### config.mk
export PLATFORM = sky130hd
export DESIGN_NAME = count_cycle_sched
export DESIGN_NICKNAME = d
export VERILOG_FILES = /design/src/rtl/count_cycle_sched_pkg.sv /design/src/rtl/count_cycle_sched.sv
export SDC_FILE = /design/constraint.sdc
export NUM_CORES = 1
export LEC_CHECK = 0
export BUFFER_PORTS_ARGS = -buffer_cell sky130_fd_sc_hd__buf_2
export CAP_MARGIN = 20
export CORE_MARGIN = 3
export CORE_UTILIZATION = 50
export CTS_BUF_LIST = sky130_fd_sc_hd__clkbuf_8 sky130_fd_sc_hd__clkbuf_16
export DETAILED_ROUTE_END_ITERATION = 10
export HOLD_SLACK_MARGIN = 0.06
export PLACE_DENSITY = 0.8
export SYNTH_ARGS = -nofsm -noshare
export SYNTH_HDL_FRONTEND = slang
export SYNTH_SLANG_ARGS = --single-unit
### constraint.sdc
create_clock -name clk -period 3.38 [get_ports clk]
set_clock_uncertainty 0.15 [all_clocks]
set_input_delay 0.338 -clock clk [delete_from_list [all_inputs] [get_ports clk]]
set_output_delay 0.338 -clock clk [all_outputs]
set_load 0.05 [all_outputs]
### src/rtl/count_cycle_sched_pkg.sv
// rtl/count_cycle_sched_pkg.sv - shared state encoding and constants for the frame-length scheduler
package count_cycle_sched_pkg;

   // Width of the counter's cnt_limit and of the frame beat counter
   localparam int CNT_W = 16;

   typedef enum logic [1:0] {
      ST_RST   = 2'd0,
      ST_RUN   = 2'd1,
      ST_DRAIN = 2'd2,
      ST_APPLY = 2'd3
   } sched_state_t;

   // All-ones value of the in-flight beat counter for a given width
   function automatic int unsigned outs_max(input int unsigned w);
      return (32'd1 << w) - 32'd1;
   endfunction

endpackage

### src/rtl/count_cycle_sched.sv
// rtl/count_cycle_sched.sv - applies new frame lengths to a cycle counter only at drained frame boundaries
module count_cycle_sched
   import count_cycle_sched_pkg::*;
#(
   parameter int               DATA_WIDTH    = 32,
   parameter logic [CNT_W-1:0] DEFAULT_LIMIT = 16'd255,
   parameter int               RST_CYCLES    = 2,
   parameter int               OUTS_WIDTH    = 5
) (
   input  logic                  clk,
   input  logic                  sync_reset_n,
   input  logic                  cfg_tvalid,
   input  logic [CNT_W-1:0]      cfg_tdata,
   output logic                  cfg_tready,
   input  logic                  s_axis_tvalid,
   input  logic [DATA_WIDTH-1:0] s_axis_tdata,
   output logic                  s_axis_tready,
   output logic                  c_axis_tvalid,
   output logic [DATA_WIDTH-1:0] c_axis_tdata,
   input  logic                  c_axis_tready,
   output logic [CNT_W-1:0]      cnt_limit,
   output logic                  cnt_sync_reset,
   input  logic                  mon_tvalid,
   input  logic                  mon_tready,
   input  logic                  mon_final_cnt,
   output logic                  limit_applied,
   output logic                  busy,
   output logic                  mon_err
);

   localparam int                    RC_W     = (RST_CYCLES > 1) ? $clog2(RST_CYCLES) : 1;
   localparam logic [RC_W-1:0]       RC_INIT  = RC_W'(RST_CYCLES - 1);
   localparam logic [OUTS_WIDTH-1:0] OUTS_MAX = OUTS_WIDTH'(outs_max(OUTS_WIDTH));
   localparam logic [OUTS_WIDTH-1:0] OUTS_ONE = OUTS_WIDTH'(1);

   sched_state_t          state_q;
   logic [RC_W-1:0]       rst_cnt_q;
   logic [CNT_W-1:0]      cnt_limit_q;
   logic                  pending_q;
   logic [CNT_W-1:0]      pending_val_q;
   logic [CNT_W-1:0]      beat_cnt_q;
   logic                  limit_applied_q;
   logic                  mon_err_q;
   logic [OUTS_WIDTH-1:0] outs_q;
   logic [OUTS_WIDTH-1:0] outs_d;
   logic                  outs_err;
   logic                  final_err;
   logic                  run_en;
   logic                  accept;
   logic                  mon_hs;
   logic                  cfg_hs;

   // Zero-latency pass-through, open only in RUN and never while reset is asserted
   assign run_en        = (state_q == ST_RUN) & sync_reset_n;
   assign c_axis_tvalid = run_en & s_axis_tvalid;
   assign s_axis_tready = run_en & c_axis_tready;
   assign c_axis_tdata  = s_axis_tdata;
   assign accept        = c_axis_tvalid & c_axis_tready;
   assign mon_hs        = mon_tvalid & mon_tready;

   assign cfg_tready     = ~pending_q & (state_q != ST_RST) & sync_reset_n;
   assign cfg_hs         = cfg_tvalid & cfg_tready;
   assign cnt_sync_reset = ~sync_reset_n | (state_q == ST_RST) | (state_q == ST_APPLY);
   assign busy           = (state_q != ST_RUN);
   assign cnt_limit      = cnt_limit_q;
   assign limit_applied  = limit_applied_q;
   assign mon_err        = mon_err_q;

   // The beat leaving the counter while draining the last in-flight beat must close the frame
   assign final_err = (state_q == ST_DRAIN) & mon_hs & (outs_q == OUTS_ONE) & ~mon_final_cnt;

   // In-flight beat count between our accept and the counter output, saturating at both ends
   always_comb begin
      outs_d   = outs_q;
      outs_err = 1'b0;
      if (accept && !mon_hs) begin
         if (outs_q == OUTS_MAX) outs_err = 1'b1;
         else                    outs_d   = outs_q + OUTS_ONE;
      end else if (mon_hs && !accept) begin
         if (outs_q == '0) outs_err = 1'b1;
         else              outs_d   = outs_q - OUTS_ONE;
      end
   end

   // In-flight counter register and sticky monitor error
   always_ff @(posedge clk) begin
      if (!sync_reset_n) begin
         outs_q    <= '0;
         mon_err_q <= 1'b0;
      end else begin
         outs_q <= outs_d;
         if (outs_err || final_err) mon_err_q <= 1'b1;
      end
   end

   // Scheduler FSM: frame tracking, config staging and limit hand-over under counter reset
   always_ff @(posedge clk) begin
      if (!sync_reset_n) begin
         state_q         <= ST_RST;
         rst_cnt_q       <= RC_INIT;
         cnt_limit_q     <= DEFAULT_LIMIT;
         pending_q       <= 1'b0;
         pending_val_q   <= '0;
         beat_cnt_q      <= DEFAULT_LIMIT;
         limit_applied_q <= 1'b0;
      end else begin
         limit_applied_q <= 1'b0;
         if (cfg_hs) begin
            pending_q     <= 1'b1;
            pending_val_q <= cfg_tdata;
         end
         case (state_q)
            ST_RST: begin
               if (rst_cnt_q == '0) state_q   <= ST_RUN;
               else                 rst_cnt_q <= rst_cnt_q - 1'b1;
            end
            ST_RUN: begin
               if (accept) begin
                  if (beat_cnt_q == '0) begin
                     beat_cnt_q <= cnt_limit_q;
                     if (pending_q) state_q <= ST_DRAIN;
                  end else begin
                     beat_cnt_q <= beat_cnt_q - 1'b1;
                  end
               end
            end
            ST_DRAIN: begin
               if (outs_q == '0 && !accept) begin
                  state_q   <= ST_APPLY;
                  rst_cnt_q <= RC_INIT;
               end
            end
            ST_APPLY: begin
               // First APPLY cycle is recognised by the freshly loaded hold counter
               if (rst_cnt_q == RC_INIT) begin
                  cnt_limit_q <= pending_val_q;
                  pending_q   <= 1'b0;
               end
               if (rst_cnt_q == '0) begin
                  state_q         <= ST_RUN;
                  beat_cnt_q      <= (rst_cnt_q == RC_INIT) ? pending_val_q : cnt_limit_q;
                  limit_applied_q <= 1'b1;
               end else begin
                  rst_cnt_q <= rst_cnt_q - 1'b1;
               end
            end
            default: state_q <= ST_RST;
         endcase
      end
   end

endmodule

# == Word-level counts from Yosys, hierarchy flattened ==
# Cells that the tools add are included.
# op_classes
bitwise,16
n_eq_ne,14
add_sub_neg,4
n_reduce_logical,20
muxes,25
# ops
cell,n
$mux 16,3
$pmux 16 s2,1
$mux 5,4
$logic_not 16->1,1
$sub 16x1->16 const B,1
$ne 2x2->1 const B,6
$and 1x1->1,11
$mux 1,10
$mux 2,5
$reduce_bool 2->1,4
$ne 2x1->1 const B,3
$pmux 2 s3,1
$reduce_and 2->1,3
$reduce_and 3->1,2
$add 5x1->5 const B,1
$eq 5x1->1 const B,1
$eq 5x5->1 const B,1
$logic_not 5->1,1
$reduce_and 5->1,1
$sub 5x1->5 const B,1
$eq 2x2->1 const B,2
$logic_and 1x1->1,3
$not 1->1,3
$eq 2x1->1 const B,1
other kinds (7),9
# totals
in_bits,56
elab_cells,88
register_bits,59
output_inout_bits,55

# == Depth between registers and ports, before layout ==
# Gate-level depths: netlist of run 1.
# depth
word_depth,9
mapped_depth,11
depth_no_buf,9

# == Worst setup path before layout of run 1 ==
# No wires, ideal clock.
# synth_timing
path_kind,input -> register
from,input sync_reset_n
to,register pending_val_q[15]
arrival_ps,2749
path_slack_ps,411
path_stages,8
setup_ps,70
required_ps,3160
n_path_buf,3
path_cell_list,clkbuf_1 inv_1 nor3_1 and2_1 clkbuf_1 clkbuf_1 nand2_1 a21oi_1
# synth_via
elab_chain_len,2
# synth_lines
item,line,source
from (decl),count_cycle_sched.sv:11,"input logic sync_reset_n,"
$and 1x1->1,count_cycle_sched.sv:61,assign cfg_tready = ~pending_q & (state_q != ST_RST) & sync_reset_n;
via cfg_tready,count_cycle_sched.sv:14,"output logic cfg_tready,"
$and 1x1->1,count_cycle_sched.sv:62,assign cfg_hs = cfg_tvalid & cfg_tready;
to (signal assigned),count_cycle_sched.sv:110,pending_val_q <= cfg_tdata;
to (decl),count_cycle_sched.sv:40,logic [CNT_W-1:0] pending_val_q;
# The timed path passes the listed nets, and every way through them passes these cells.
# A chain may end at the register's enable or synchronous reset.

# == Final worst setup path of run 1 ==
# layout_timing
from,register state_q[1]
to,register outs_q[2]
# layout_via
elab_chain_len,8
word_cells_on_any_way,12
classes_between,eq/ne: 3; mux: 1; bitwise: 3; reduce/logical: 5
# layout_lines
item,line,source
from (decl),count_cycle_sched.sv:36,sched_state_t state_q;
from (signal assigned),count_cycle_sched.sv:99,state_q <= ST_RST;
from (signal assigned),count_cycle_sched.sv:114,if (rst_cnt_q == '0) state_q <= ST_RUN;
from (signal assigned),count_cycle_sched.sv:121,if (pending_q) state_q <= ST_DRAIN;
$eq 2x1->1 *,count_cycle_sched.sv:54,assign run_en = (state_q == ST_RUN) & sync_reset_n;
$and 1x1->1 *,count_cycle_sched.sv:54,
$and 1x1->1 *,count_cycle_sched.sv:55,assign c_axis_tvalid = run_en & s_axis_tvalid;
$and 1x1->1 *,count_cycle_sched.sv:58,assign accept = c_axis_tvalid & c_axis_tready;
$logic_not 1->1,count_cycle_sched.sv:79,end else if (mon_hs && !accept) begin
$logic_and 1x1->1,count_cycle_sched.sv:79,
$reduce_bool 2->1 (no source line),-,
$reduce_and 3->1 (no source line),-,
to (signal assigned),count_cycle_sched.sv:91,outs_q <= outs_d;
to (decl),count_cycle_sched.sv:44,logic [OUTS_WIDTH-1:0] outs_q;
# Mark *: on every way between the ends. The rest lies on a longest branch, timed or not.

==> results by group, run 1 <==
Drt
  • M1 WL: 3.20 mm
  • Antenna Nets Post-Route: 0
  • Routed vias: around 2800
  • Final WL: 7.32 mm
  • Routed vias/inst: roughly 5.7
  • Top Layer Used: met4
  • Routed wl met2: 3.47 mm
  • Initial drt markers: between 200 and 250
  • Drt drc: 0
  • DR pass1 iterations: 6
  • Wire length on met3: 487 um
  • DR WL/cell: approximately 15 um

Yosys
  • Area share of fa/ha/maj cells after synthesis: 0.0512
  • Most used DFF post-synth: dfxtp_1
  • Net count after synthesis: 470
  • Netlist cell types: ~50
  • Synth Area in XOR/XNOR: 0.00827
  • Post-synth EDFFs: 0
  • Largest family of logic cells by synthesized area: simple AND/OR/NAND/NOR gates
  • Mapped Cells: ~400
  • Compound-Gate Fraction of Synth Area: 0.163
  • Fraction of registers with async set/reset: 0
  • Synth Area in Simple Gates: 0.266
  • Proportion of synthesized area in mux cells: 0.0161
  • Post-Syn Area per Cell: 7.93 um^2
  • Synth Cell Area: 3180 um^2
  • Sequential share of the synthesized area: 0.372
  • Synth Register Bits: between 50 and 60
  • Yosys warns: 0

Hold path
  • Tightest Hold Check Type: input port to flip-flop
  • Hold Path Origin: cfg_tdata[5]
  • Hold depth: 3

STA
  • Fin. Hold Viols: 0
  • Final Max Slew Viols: 0
  • Final setup TNS: 0 ns
  • Unrepaired setup endpoints after global routing: false
  • Tightest Pin Transition: a little over 0.6 ns
  • Fmax: roughly 390 MHz
  • Min cycle time layout: 2.53 ns
  • Finish-stage setup viols: 0
  • Fin crit share: 0.749
  • Rel. slew slack: 0.595
  • Hold Slack: 0.0812 ns

Critical path
  • Worst-path maximum fanout: 11
  • Critical path launch point type: flip-flop
  • CP Class: flip-flop to flip-flop
  • Source of the critical timing path: state_q[1]
  • R2R Setup Slk: around 0.85 ns
  • Worst reg2reg path endpoint: outs_q[2]
  • Reg-to-reg critical path startpoint: state_q[1]
  • Reg2reg path depth: 7
  • CP Capture Point: outs_q[2]
  • Critical Path AT: ~2.7 ns
  • CP required: about 3.5 ns
  • CP endpoint kind: flip-flop

Global route
  • Global route overflow: 0
  • Antenna violations before repair: 0
  • Global-route wire length before repair: around 12 mm
  • Largest net degree at the start of global routing: 39
  • Vias in the first global route: approximately 2600
  • Overall global routing resource usage: 0.205

Finish
  • Fillers: 564
  • Ant diodes: 0
  • Most frequent cells in the layout: nand2_1, dfxtp_1, buf_2
  • Area grow syn2layout: 6.54%
  • Most common cell after layout, fill and taps aside: nand2_1
  • Nets: 478
  • Multi-input gate area: about 1600 um^2
  • Register area: between 1000 and 1500 um^2
  • Layout cell share with drive strength beyond 1: 0.196

Placed design
  • Post-DP HPWL: 5.15 mm
  • PortBufs: between 40 and 50
  • GPL Wtd Cong: ~0.90

Floorplanning
  • Die area: roughly 7300 um^2
  • Die width: ~86 um
  • Initial core utilization: 0.527
  • I/O pin count: ~110
  • Core ar.: roughly 6000 um^2
  • Row count: 28
  • Die height: 85.7 um

Clocking
  • CTS buffer count: 9
  • Post_cts resized: 0
  • CTS sink count: 59
  • Setup Buffers After CTS: 0
  • TritonCTS clock tree: yes
  • Htree depth: 3
  • Clock Path Buffers: 2
  • Worst-Skew Late Latency: ~0.34 ns
  • Clock transition at path regs: roughly 0.07 ns
  • Post-CTS Hold Buffers: 0
  • Clock Root Buffer: clkbuf_8

Power
  • PwrDens: about 620 nW/um^2
  • Overall Power: 2110 uW
  • Peak VDD IR: 0.275 mV
  • LEAKAGE: 0.00138 uW

Status
  • Status: finished, final reports clean

Flow run
  • Max Cap Viol: 0
==> sequential cells by signal, indices dropped and copies added, names as in the netlist <==
register,cells
outs_q,5
state_q,2
rst_cnt_q,1
pending_val_q,16
cnt_limit,16
mon_err,1
limit_applied,1
beat_cnt_q,16
pending_q,1
==> critical path, cell delays in order (launching register included) <==
cell and delay (ns):
dfxtp_1 0.34, inv_1 0.09, ha_1 0.28, and4_1 0.36, ha_1 0.42, o21ai_1 0.27
or3_1 0.42, a21oi_1 0.15
==> metrics by stage <==
step	utilization	cell area [um^2]	setup WS, ns	instances
floorplan	-	3180	0.411	401
global placement	0.532	3210	0.970	473
detailed placement	0.532	3210	0.910	473
CTS	0.562	3390	0.870	489
global route	0.562	3390	0.672	489
finish	0.562	3390	0.847	489
==> logic make-up after synthesis <==
group	Yosys count
xor gates and xnor gates	3
adders and majority gates	13
AOI/OAI and AO/OA	83
buffers and inverters	69
DFF	59
and+or+nand+nor	169
muxes	5
==> worst min-delay path by stage <==
stage / end / slack, ns
final: pending_val_q[5] / 0.08
after global routing: pending_val_q[4] / 0.08
after CTS: pending_val_q[4] / 0.07
after detailed placement: cnt_limit[10] / 0.29
after global placement: cnt_limit[10] / 0.29
after floorplan: cnt_limit[10] / 0.28
==> cell type report <==
type                            count  area share
Inverter                           13      0.0144
Tap cell                           75      0.0277
Clock buffer                       10      0.0407
Multi-Input combinational cell    273       0.473
Timing Repair Buffer               53      0.0835
Clock inverter                      6      0.0118
Sequential cell                    59       0.349
==> where the power goes <==
group | internal (uW) | total [uW] | switching (uW)
Combinational | 232 | 665 | 433
Clock | 286 | 584 | 298
Sequential | 779 | 857 | 77.2
==> per-layer routing <==
metal  GRT usage  up-vias
li1            -     1392
met1       0.263     1288
met2       0.321      102
met3      0.0615       19
met4      0.0849        0
met5           0        -
==> synthesized netlist by cell type (2+ instances only) <==
| cell | count | share of area |
|---|---|---|
| a21oi_1 | 37 | 0.058 |
| a221oi_1 | 7 | 0.019 |
| a31o_1 | 2 | 0.0055 |
| and2_1 | 2 | 0.0039 |
| and3_1 | 5 | 0.0098 |
| and4_1 | 4 | 0.011 |
| buf_4 | 32 | 0.076 |
| buf_6 | 2 | 0.0071 |
| clkbuf_1 | 20 | 0.024 |
| dfxtp_1 | 59 | 0.37 |
| ha_1 | 13 | 0.051 |
| inv_1 | 13 | 0.015 |
| mux2i_1 | 4 | 0.013 |
| nand2_1 | 75 | 0.089 |
| nand3_1 | 10 | 0.016 |
| nand3b_1 | 3 | 0.0071 |
| nand4_1 | 5 | 0.0098 |
| nor2_1 | 22 | 0.026 |
| nor2b_1 | 3 | 0.0059 |
| nor3_1 | 14 | 0.022 |
| nor4_1 | 5 | 0.0098 |
| o211ai_1 | 3 | 0.0071 |
| o21ai_0 | 15 | 0.024 |
| o21bai_1 | 2 | 0.0047 |
| o31a_1 | 4 | 0.011 |
| o31ai_1 | 6 | 0.014 |
| or2_2 | 2 | 0.0039 |
| or3_1 | 7 | 0.014 |
| or4_1 | 3 | 0.0071 |
| or4b_2 | 2 | 0.0063 |
| xnor2_1 | 2 | 0.0055 |
No activity file was read; power rests on OpenSTA's default activity.
==> run 2: changes to the inputs <==
Clock period 3.38 ns to 2.4 ns, I/O delays scaled along.
==> run 2 against run 1 <==
Clock power increased by 39%. Critical path depth decreased by 1. Combinational power increased by 53%. Critical endpoint is now beat_cnt_q[6]. Total power increased by 45%. Sequential power increased by 41%.
==> results by group, run 2 (same netlist as run 1, synthesis figures left out) <==
Drt
  • Top Layer Used: met4
  • Initial drt markers: ~290
  • M1 WL: ~3.4 mm
  • DR pass1 iterations: 5
  • Drt drc: 0
  • DR WL/cell: between 15 and 20 um
  • Routed vias/inst: between 5 and 6
  • Routed vias: between 2000 and 3000
  • Wire length on met3: about 580 um
  • Final WL: between 7 and 8 mm
  • Antenna Nets Post-Route: 0
  • Routed wl met2: about 3.8 mm

Finish
  • Nets: just over 500
  • Area grow syn2layout: 18.5%
  • Most frequent cells in the layout: nand2_1, dfxtp_1, buf_2
  • Final Util: 0.625
  • Post-Layout Cell Count: about 530
  • Layout cell share with drive strength beyond 1: 0.249
  • Post-route cell area: 3770 um^2
  • Ant diodes: 0
  • Most common cell after layout, fill and taps aside: nand2_1

STA
  • Fmax: ~420 MHz
  • Final Max Slew Viols: 0
  • Rel. slew slack: 0.626
  • Unrepaired setup endpoints after global routing: true
  • Finish-stage setup viols: 0
  • Fin crit share: 0.996
  • Min cycle time layout: between 2 and 2.5 ns
  • Fin. Hold Viols: 0
  • Tightest Pin Transition: about 0.56 ns

Global route
  • Global-route wire length before repair: approximately 12 mm
  • Global route overflow: 0
  • Overall global routing resource usage: 0.211
  • Vias in the first global route: 2614
  • Antenna violations before repair: 0
  • Largest net degree at the start of global routing: 32

Floorplanning
  • Die height: 85.7 um
  • Die area: around 7300 um^2
  • Core ar.: ~6000 um^2
  • Row count: 28
  • Initial core utilization: 0.527
  • Die width: approximately 86 um
  • I/O pin count: about 110

Power
  • Peak VDD IR: around 0.55 mV
  • PwrDens: 809 nW/um^2
  • LEAKAGE: 0.00155 uW
  • Overall Power: 3050 uW

Clocking
  • CTS buffer count: 9
  • Clock Path Buffers: 2
  • Clock Root Buffer: clkbuf_8
  • Htree depth: 3
  • CTS sink count: 59
  • Clock transition at path regs: 0.07 ns
  • Worst-Skew Late Latency: roughly 0.34 ns
  • TritonCTS clock tree: yes

Critical path
  • Critical Path AT: ~2.5 ns
  • Source of the critical timing path: beat_cnt_q[8]
  • CP endpoint kind: flip-flop
  • Critical path launch point type: flip-flop
  • Reg-to-reg critical path startpoint: beat_cnt_q[8]
  • CP Class: flip-flop to flip-flop
  • Worst-path maximum fanout: 8
  • CP required: between 2 and 2.5 ns

Hold path
  • Tightest Hold Check Type: input port to flip-flop
  • Hold Path Origin: sync_reset_n

Placed design
  • Placed Area: approximately 3300 um^2
  • Post-DP HPWL: 5.30 mm
  • Placed Instances: approximately 480
  • GPL Wtd Cong: between 0.8 and 0.9
  • PortBufs: 46

Status
  • Status: finished, final reports clean

Flow run
  • Max Cap Viol: 0
-- run 2: layer usage --
metal,track usage,up-vias
li1,-,1455
met1,0.288,1403
met2,0.319,125
met3,0.0490,12
met4,0.0906,0
met5,0,-
-- run 2: cell type report --
| type | instances | area (um^2) |
|---|---|---|
| Fill cell | 527 | 2260 |
| Timing Repair Buffer | 88 | 614 |
| Multi-Input combinational cell | 274 | 1650 |
| Sequential cell | 59 | 1190 |
| Tap cell | 75 | 93.8 |
| Clock inverter | 6 | 40.0 |
| Clock buffer | 10 | 138 |
| Inverter | 13 | 48.8 |
-- run 2: worst paths after layout --
path	end	slack [ns]	cells past startpoint
worst max-delay path	beat_cnt_q[6]	0.01	6
worst min-delay path	outs_q[0]	0.20	3
worst max register to register	beat_cnt_q[6]	0.01	6
worst min register to register	pending_val_q[11]	0.31	2
-- run 2: what timing repair did --
item                                    4_1_cts  5_1_grt
gates resized for setup                       0        8
setup buffers                                 0        9
hold buffers                                 16        0
endpoints found under the setup margin        0       14
endpoints found under the hold margin        16        0
-- run 2: critical path, stage by stage, from the launching register on --
cell and delay [ns]:
dfxtp_1 0.35, or4_4 0.54, buf_6 0.15, nor4_4 0.39, nor2_4 0.13, or3_1 0.39
a31o_1 0.19
-- run 2: per-stage QoR --
stage / hold slack [ns] / setup TNS (ns) / worst slack (ns)
2_1_floorplan: 0.226 / -0.00151 / -0.00151
3_3_place_gp: 0.294 / 0 / 0.0994
3_5_place_dp: 0.297 / 0 / 0.0518
4_1_cts: 0.182 / 0 / 0.0247
5_1_grt: 0.215 / -0.278 / -0.0621
6_report: 0.198 / 0 / 0.0104
-- run 2: power breakdown --
| part | switching (uW) | total [uW] | internal (uW) |
|---|---|---|---|
| Clock | 412 | 814 | 402 |
| Sequential | 111 | 1210 | 1100 |
| Combinational | 638 | 1020 | 386 |
| Total | 1160 | 3050 | 1890 |
==> run 3: changes to the inputs <==
Settings changed: PLACE_DENSITY 0.8 to 0.85.
==> run 3 against run 2 <==
Worst setup slack better by 0.034 ns. Register-to-register slack improved by 0.03 ns. Hold slack worse by 0.031 ns. Clock power rose by 24%. Wire length fell by 1.6%. Final area fell by 0.90%. Cell count decreased by 1.7%. Sequential power about the same. Fmax rose by 1.5%. Critical path type unchanged. Critical endpoint is now beat_cnt_q[7].
==> results by group, run 3 (same netlist as run 1, synthesis figures left out) <==
Power
  • Overall Power: between 3000 and 4000 uW
  • PwrDens: just under 900 nW/um^2
  • LEAKAGE: 0.00152 uW
  • Peak VDD IR: roughly 0.51 mV

Clocking
  • CTS sink count: a little under 60
  • Clock Path Buffers: 2
  • Worst-Skew Late Latency: between 0.3 and 0.4 ns
  • Clock Root Buffer: clkbuf_8
  • Clock transition at path regs: 0.07 ns
  • Htree depth: 3
  • TritonCTS clock tree: yes
  • CTS buffer count: 9

Critical path
  • Worst-path maximum fanout: 15
  • Reg2reg path depth: 7
  • Reg-to-reg critical path startpoint: beat_cnt_q[7]
  • CP endpoint kind: flip-flop
  • Worst reg2reg path endpoint: beat_cnt_q[7]
  • Critical path launch point type: flip-flop
  • Critical Path AT: 2.48 ns
  • R2R Setup Slk: 0.04 ns
  • CP required: about 2.5 ns
  • CP Class: flip-flop to flip-flop

STA
  • Final Max Slew Viols: 0
  • Tightest Pin Transition: approximately 0.61 ns
  • Fin. Hold Viols: 0
  • Finish-stage setup viols: 0
  • Fmax: approximately 420 MHz
  • Final WS setup: 0.0446 ns
  • Rel. slew slack: 0.595
  • Min cycle time layout: between 2 and 2.5 ns
  • Fin crit share: 0.981

Placed design
  • GPL Wtd Cong: roughly 0.92
  • Post-DP HPWL: ~5.3 mm
  • DP Worst Slack: around 0.065 ns
  • Placed Area: between 3000 and 4000 um^2
  • PortBufs: 46

Floorplanning
  • Die area: roughly 7300 um^2
  • I/O pin count: ~110
  • Core ar.: between 6000 and 7000 um^2
  • Row count: 28
  • Initial core utilization: 0.527
  • Die height: between 80 and 90 um
  • Die width: around 86 um

Global route
  • Overall global routing resource usage: 0.215
  • Vias in the first global route: 2719
  • Global route overflow: 0
  • Global-route wire length before repair: between 10 and 15 mm
  • Largest net degree at the start of global routing: 32
  • Antenna violations before repair: 0

Finish
  • Ant diodes: 0
  • Nets: ~510
  • Area grow syn2layout: 17.5%
  • Most common cell after layout, fill and taps aside: nand2_1
  • Post-route cell area: 3730 um^2
  • Most frequent cells in the layout: nand2_1, dfxtp_1, buf_2
  • Layout cell share with drive strength beyond 1: 0.231

Hold path
  • Hold Path End: outs_q[3]
  • Hold depth: 3
  • Hold Path Origin: sync_reset_n
  • Tightest Hold Check Type: input port to flip-flop

Flow run
  • Max Cap Viol: 0

Drt
  • DR pass1 iterations: 5
  • Drt drc: 0
  • Antenna Nets Post-Route: 0
  • DR WL/cell: between 15 and 20 um
  • Final WL: ~8 mm
  • Routed vias: 2998
  • Routed vias/inst: 5.81
  • Initial drt markers: 372

Status
  • Status: finished, final reports clean
==> run 3: changes by cell type in the layout (fill, tap and decap cells not counted), sizes merged <==
cell and delta:
inv -1, clkinv -2, clkbuf -1, bufinv +2
buf -6, nor2 -1
==> run 3: worst max path at each step <==
| stage | slack [ns] | start | end | depth (start not counted) |
|---|---|---|---|---|
| 2_1_floorplan | -0.002 | beat_cnt_q[1] | beat_cnt_q[5] | 7 |
| 3_3_place_gp | 0.16 | beat_cnt_q[1] | beat_cnt_q[5] | 7 |
| 3_5_place_dp | 0.06 | beat_cnt_q[1] | beat_cnt_q[7] | 8 |
| 4_1_cts | 0.03 | beat_cnt_q[1] | beat_cnt_q[7] | 8 |
| 5_1_grt | -0.01 | beat_cnt_q[7] | beat_cnt_q[10] | 7 |
| 6_report | 0.04 | beat_cnt_q[7] | beat_cnt_q[7] | 7 |
==> run 3: cell type report <==
| class | count | area, um^2 |
|---|---|---|
| tap | 75 | 93.8 |
| fill | 495 | 2290 |
| clock buffer | 10 | 138 |
| timing repair buffer | 81 | 549 |
| multi-input combinational | 273 | 1640 |
| sequential | 59 | 1180 |
| inverter | 13 | 48.8 |
| clock inverter | 5 | 77.6 |
==> run 3: power by group <==
part	switching (uW)	total, uW	internal (uW)
Combinational	648	1030	381
Sequential	113	1210	1100
Clock	406	1010	603
Total	1170	3250	2080
==> run 3: layer usage <==
layer | share of wire | GRT usage | vias to the layer above
met3 | 0.074 | 0.0423 | 23
met4 | 0.023 | 0.121 | 0
li1 | - | - | 1439
met2 | 0.47 | 0.337 | 135
met5 | 0 | 0 | -
met1 | 0.43 | 0.276 | 1401
==> run 3: per-stage QoR <==
stage | hold WS (ns) | TNS [ns] | cells | util
after global routing | 0.219 | -0.0167 | 516 | 0.620
after CTS | 0.166 | 0 | 511 | 0.610
after floorplan | 0.226 | -0.00151 | 401 | -
after global placement | 0.288 | 0 | 480 | 0.548
final | 0.167 | 0 | 516 | 0.620
after detailed placement | 0.296 | 0 | 480 | 0.548
==> run 3: critical path, cell delays in order (launching register included) <==
cell and delay [ns]:
dfxtp_2 0.34, or4_4 0.55, buf_4 0.18, nor4_4 0.35, nor2_4 0.12, buf_12 0.17, mux2_2 0.26, o21ai_1 0.15
==> run 3: timing repair <==
| action | CTS | global route |
|---|---|---|
| setup buffers | 0 | 5 |
| hold buffers | 16 | 0 |
| endpoints found under the hold margin | 16 | 0 |
| endpoints found under the setup margin | 0 | 7 |
| gates resized for setup | 0 | 6 |
